## src/rtl/riscv_pc_gen.sv

```systemverilog
// Program-counter generator: selects the next fetch address, reports misaligned
// targets, handles trap redirects and counts completed fetch handshakes.
module riscv_pc_gen #(
  parameter int unsigned             WORD_LENGTH  = 32,
  parameter int unsigned             PC_OFFSET    = 4,
  parameter logic [WORD_LENGTH-1:0]  RESET_VECTOR = '0,
  parameter int unsigned             CNT_WIDTH    = 32
) (
  input  logic                   clk,
  input  logic                   x_reset,
  input  logic [1:0]             pc_sel,
  input  logic [WORD_LENGTH-1:0] imm_j_sext,
  input  logic [WORD_LENGTH-1:0] imm_b_sext,
  input  logic [WORD_LENGTH-1:0] jalr_target,
  input  logic                   br_flag,
  input  logic                   stall,
  input  logic                   trap_req,
  input  logic [WORD_LENGTH-1:0] trap_vector,
  input  logic                   fetch_ready,
  output logic                   fetch_valid,
  output logic [WORD_LENGTH-1:0] pc_out,
  output logic [WORD_LENGTH-1:0] pc_plus4,
  output logic                   misalign_err,
  output logic [WORD_LENGTH-1:0] misalign_addr,
  output logic [CNT_WIDTH-1:0]   fetch_count
);

  localparam logic [1:0] PC_PLUS4    = 2'd0;
  localparam logic [1:0] PC_J_TARGET = 2'd1;
  localparam logic [1:0] PC_B_TARGET = 2'd2;
  localparam logic [1:0] PC_JALR     = 2'd3;

  localparam logic [WORD_LENGTH-1:0] OFFSET = WORD_LENGTH'(PC_OFFSET);

  typedef enum logic [1:0] {BOOT, RUN, HALT} state_t;

  state_t state;

  logic [WORD_LENGTH-1:0] target;
  logic                   handshake;
  logic                   target_bad;

  // Offsets arrive sign-extended; the add wraps modulo 2^WORD_LENGTH.
  function automatic logic [WORD_LENGTH-1:0] add_offset(
    input logic        [WORD_LENGTH-1:0] base,
    input logic signed [WORD_LENGTH-1:0] off
  );
    return base + $unsigned(off);
  endfunction

  function automatic logic word_misaligned(input logic [WORD_LENGTH-1:0] addr);
    return addr[1:0] != 2'b00;
  endfunction

  function automatic logic [WORD_LENGTH-1:0] word_align(input logic [WORD_LENGTH-1:0] addr);
    return {addr[WORD_LENGTH-1:2], 2'b00};
  endfunction

  assign pc_plus4    = add_offset(pc_out, OFFSET);
  assign fetch_valid = (state == RUN) && !stall;
  assign handshake   = fetch_valid && fetch_ready;

  always_comb begin
    target = pc_plus4;
    case (pc_sel)
      PC_J_TARGET: target = add_offset(pc_out, imm_j_sext);
      PC_B_TARGET: target = br_flag ? add_offset(pc_out, imm_b_sext) : pc_plus4;
      PC_JALR:     target = {jalr_target[WORD_LENGTH-1:1], 1'b0};
      default:     target = pc_plus4;
    endcase
  end

  assign target_bad = word_misaligned(target);

  // Trap overrides every state, including BOOT, stall and a pending handshake.
  always_ff @(posedge clk or negedge x_reset) begin
    if (!x_reset) begin
      state         <= BOOT;
      pc_out        <= RESET_VECTOR;
      misalign_err  <= 1'b0;
      misalign_addr <= '0;
      fetch_count   <= '0;
    end else if (trap_req) begin
      state        <= RUN;
      pc_out       <= word_align(trap_vector);
      misalign_err <= 1'b0;
    end else begin
      case (state)
        BOOT: state <= RUN;
        RUN: begin
          if (handshake) begin
            if (target_bad) begin
              state         <= HALT;
              misalign_err  <= 1'b1;
              misalign_addr <= target;
            end else begin
              pc_out      <= target;
              fetch_count <= fetch_count + CNT_WIDTH'(1);
            end
          end
        end
        HALT:    state <= HALT;
        default: state <= BOOT;
      endcase
    end
  end

endmodule

```

## config.mk

```make
export PLATFORM = sky130hd
export DESIGN_NAME = riscv_pc_gen
export DESIGN_NICKNAME = d
export VERILOG_FILES = /design/src/rtl/riscv_pc_gen.sv
export SDC_FILE = /design/constraint.sdc
export NUM_CORES = 1
export LEC_CHECK = 0
export CAP_MARGIN = 10
export CORE_AREA = 2 2 146 148
export CTS_CLUSTER_DIAMETER = 50
export DETAILED_ROUTE_END_ITERATION = 6
export DIE_AREA = 0 0 148 150
export PLACE_DENSITY = 0.71
export SETUP_SLACK_MARGIN = 0.4
export SLEW_MARGIN = 20
export SYNTH_ARGS = -nofsm -noshare
export SYNTH_HDL_FRONTEND = slang
export SYNTH_SLANG_ARGS = --single-unit
```

## constraint.sdc

```tcl
create_clock -name clk -period 5.04 [get_ports clk]
set_clock_uncertainty 0.15 [all_clocks]
set_input_delay 1.008 -clock clk [delete_from_list [all_inputs] [get_ports clk]]
set_output_delay 1.008 -clock clk [all_outputs]
set_load 0.01 [all_outputs]
```

==> metrics.txt <==
outcome complete, no violations; Core ar. 20700 sq um; GR Layer Usage met2 0.542; FILL cells 1938; H-tree levels 3; # rows 53; CP max stage delay 570 ps; initial antenna violation count 0; Power Density 320 nW/um^2; PortBufs 262; worst setup path start imm_b_sext[0]; CP Depth 12; most frequent cell on the critical path a21oi_1; Layout Area Growth over Synthesis 35.6%; synthesis-stage register bit count 99; CP max-delay cell a221oi_1; CP arrival 4470 ps; cell family contributing the most delay on the critical path compound AO/OA/AOI/OAI gates; clk root buf clkbuf_16; share of layout cells above drive strength 1 0.0390; crit-path max FO 4; Synth cell types 76; 1st-pass router iterations 7; crit path capture misalign_addr[26]; post-CTS resize count 0; r2r endpoint misalign_addr[26]; unrepaired setup endpoints after global routing no; CTS Buffer Depth 2; fin nets 1584; Tot GR Track Use 0.326; CTS tree built; Net Count, Synth 1340; Final min period 4350 ps; synth top area cells dfrtp_1, ha_1, xnor2_1; Critical Path RT 5160 ps; Clk Latency, worst-skew pair 330 ps; CP Capture Type register; largest net degree at the start of global routing 69; # IOs 266; die height 150 um; die span in x 148 um; routed length per instance 22.0 um; final hold slack 329 ps; Tightest Pin Transition 1000 ps; Worst Path Buf+Inv 2; relative slew slack 0.329; ant diodes 0; Mapped Cells 1136; reg2reg start pc_out[0]; Antenna Nets Post-Route 0; Synth top area share 0.272; fmax 230 MHz; R2R setup slack 1180 ps; CTS Buf Count 9; leakage 5.18 nW; GRT Max-Usage Layer met2; cell area after synthesis 9110 sq um; CP Cell Sequence clkdlybuf4s50_1 -> ha_1 -> inv_1 -> fa_1 -> nand2b_1 -> a21oi_1 -> o21ai_0 -> a31oi_1 -> a21oi_1 -> xor2_1 -> a221oi_1 -> mux2_2; vias in the first global route 9520; Post-synth EDFFs 0; met1 usage 0.433; drt drc 0; cts hold-fix bufs 0; Initial Utilization 0.440; Yosys top cell by area dfrtp_1; Worst Hold Class reg -> reg; fin. max-slew vios 0; grt ovf 0; M3 GR Usage 0.0427; Vias 9950; GPL Wtd Cong 0.959; Fin. Hold Viols 0; sequential fraction of the synthesis area 0.272; Setup CP Type in -> reg; global-route wire length before repair 55.6 mm; CTS clock-pin slew for the worst setup and hold paths 60 ps; synth warn 0; Async S/R FF share, synth 1.00; TNS Setup 0 ps; Worst setup SP type input pin; Final setup viols 0; die area 22200 sq um; WL final 36.5 mm; setup bufs post-CTS 0; Worst Reg-to-Reg Cells 11; Avg Cell Area, Syn 8.02 sq um; max cap viols 0; Iter 0 DRT Violations 741; PnR Total Power 0.00395 W; Synth Flop Type dfrtp_1; Via density 5.99; final period utilization 0.863; dpl hpwl 29.6 mm; peak supply drop 0.260 mV; clock sinks 99
-- kinds of logic after synthesis --
group | count (synthesis) | synth area share
muxes | 12 | 0.0137
and+or+nand+nor | 382 | 0.206
DFF | 99 | 0.272
buffers and inverters | 75 | 0.0328
AOI/OAI and AO/OA | 393 | 0.277
adders and majority gates | 68 | 0.0951
xor gates and xnor gates | 107 | 0.103
-- registers in the layout (all words and copies together) (netlist names) --
register and flops:
misalign_addr 32, fetch_count 32, misalign_err 1, pc_out 32
state 2
-- how the worst min path moves through the flow --
stage | from | to | cells after the start
3_5_place_dp | fetch_count[31] | fetch_count[31] | 1
4_1_cts | misalign_addr[1] | misalign_addr[1] | 2
3_3_place_gp | fetch_count[31] | fetch_count[31] | 1
2_1_floorplan | state[0] | state[0] | 1
6_report | misalign_addr[1] | misalign_addr[1] | 2
5_1_grt | misalign_addr[1] | misalign_addr[1] | 2
-- cell usage in the layout (no fill, tap or decap), types with 9 or more instances in the layout --
master	n
a211oi_1	19
a22oi_1	9
xnor2_1	79
nor2_1	84
a221oi_1	9
clkbuf_16	9
o21a_1	12
ha_1	66
a31oi_1	11
o21ai_0	108
a21oi_1	95
nor3_1	10
nand3_1	35
nand2_1	134
dfrtp_1	99
nand4_1	27
o211ai_1	17
o31ai_1	11
nand2b_1	22
inv_1	24
xor2_1	28
clkdlybuf4s50_1	260
buf_4	22
and3_1	15
o22ai_1	11
a21o_1	34
-- through the flow --
step	cells	setup slack, ps	utilization	area (sq um)
floorplan	1136	1400	-	9110
global placement	1644	404	0.581	12000
detailed placement	1644	366	0.581	12000
CTS	1660	711	0.597	12300
global route	1660	415	0.597	12300
finish	1660	690	0.597	12300
-- worst reg2reg max path, delay by kind of cell (launching register included) --
family	cells	cell delay [ps]
buffers and inverters	1	70
XOR/XNOR	1	180
AND/OR/NAND/NOR	1	200
AO/OA/AOI/OAI	5	1710
multiplexers	1	270
adder cells (fa/ha/maj)	2	670
flip-flops	1	560
-- final cells by class --
class / count / area [sq um] / share of cell area
well taps: 275 / 344 / 0.0279
multi-input cells: 962 / 6330 / 0.513
clock inverters: 5 / 85.1 / 0.00689
flip-flops and latches: 99 / 2480 / 0.201
repair buffers: 283 / 2770 / 0.225
inverters: 25 / 93.8 / 0.00760
clock buffers: 11 / 243 / 0.0197
-- power breakdown --
| part | switching [W] | leakage [nW] | internal (W) |
|---|---|---|---|
| Clock | 0.000292 | 0.156 | 0.000451 |
| Sequential | 0.000197 | 1.27 | 0.000964 |
| Combinational | 0.00108 | 3.75 | 0.000958 |
-- cell usage after synthesis (all sizes together) (4+ instances only) --
master,n
o2111ai,4
nor2b,8
a21o,34
nand3,37
o22ai,11
nand2b,22
mux2i,8
inv,24
o21a,12
nand4,27
a211oi,19
dfrtp,99
o31ai,11
and3,15
o211ai,17
xnor2,79
a21oi,96
a2bb2oi,4
mux2,4
a211o,4
buf,10
and2,9
or3,5
clkbuf,40
xor2,28
nand2,134
a22oi,9
and4,5
nor3b,8
nor2,84
nor4,5
o21ai,110
ha,66
nor3,12
a31oi,11
a221oi,9
a2111oi,4
o21bai,6
-- layer usage --
metal,part of all wire,routed length [um]
met1,0.43,15600
met2,0.46,16900
met3,0.067,2440
met4,0.040,1480
met5,0,0
No activity file was read; power rests on OpenSTA's default activity.
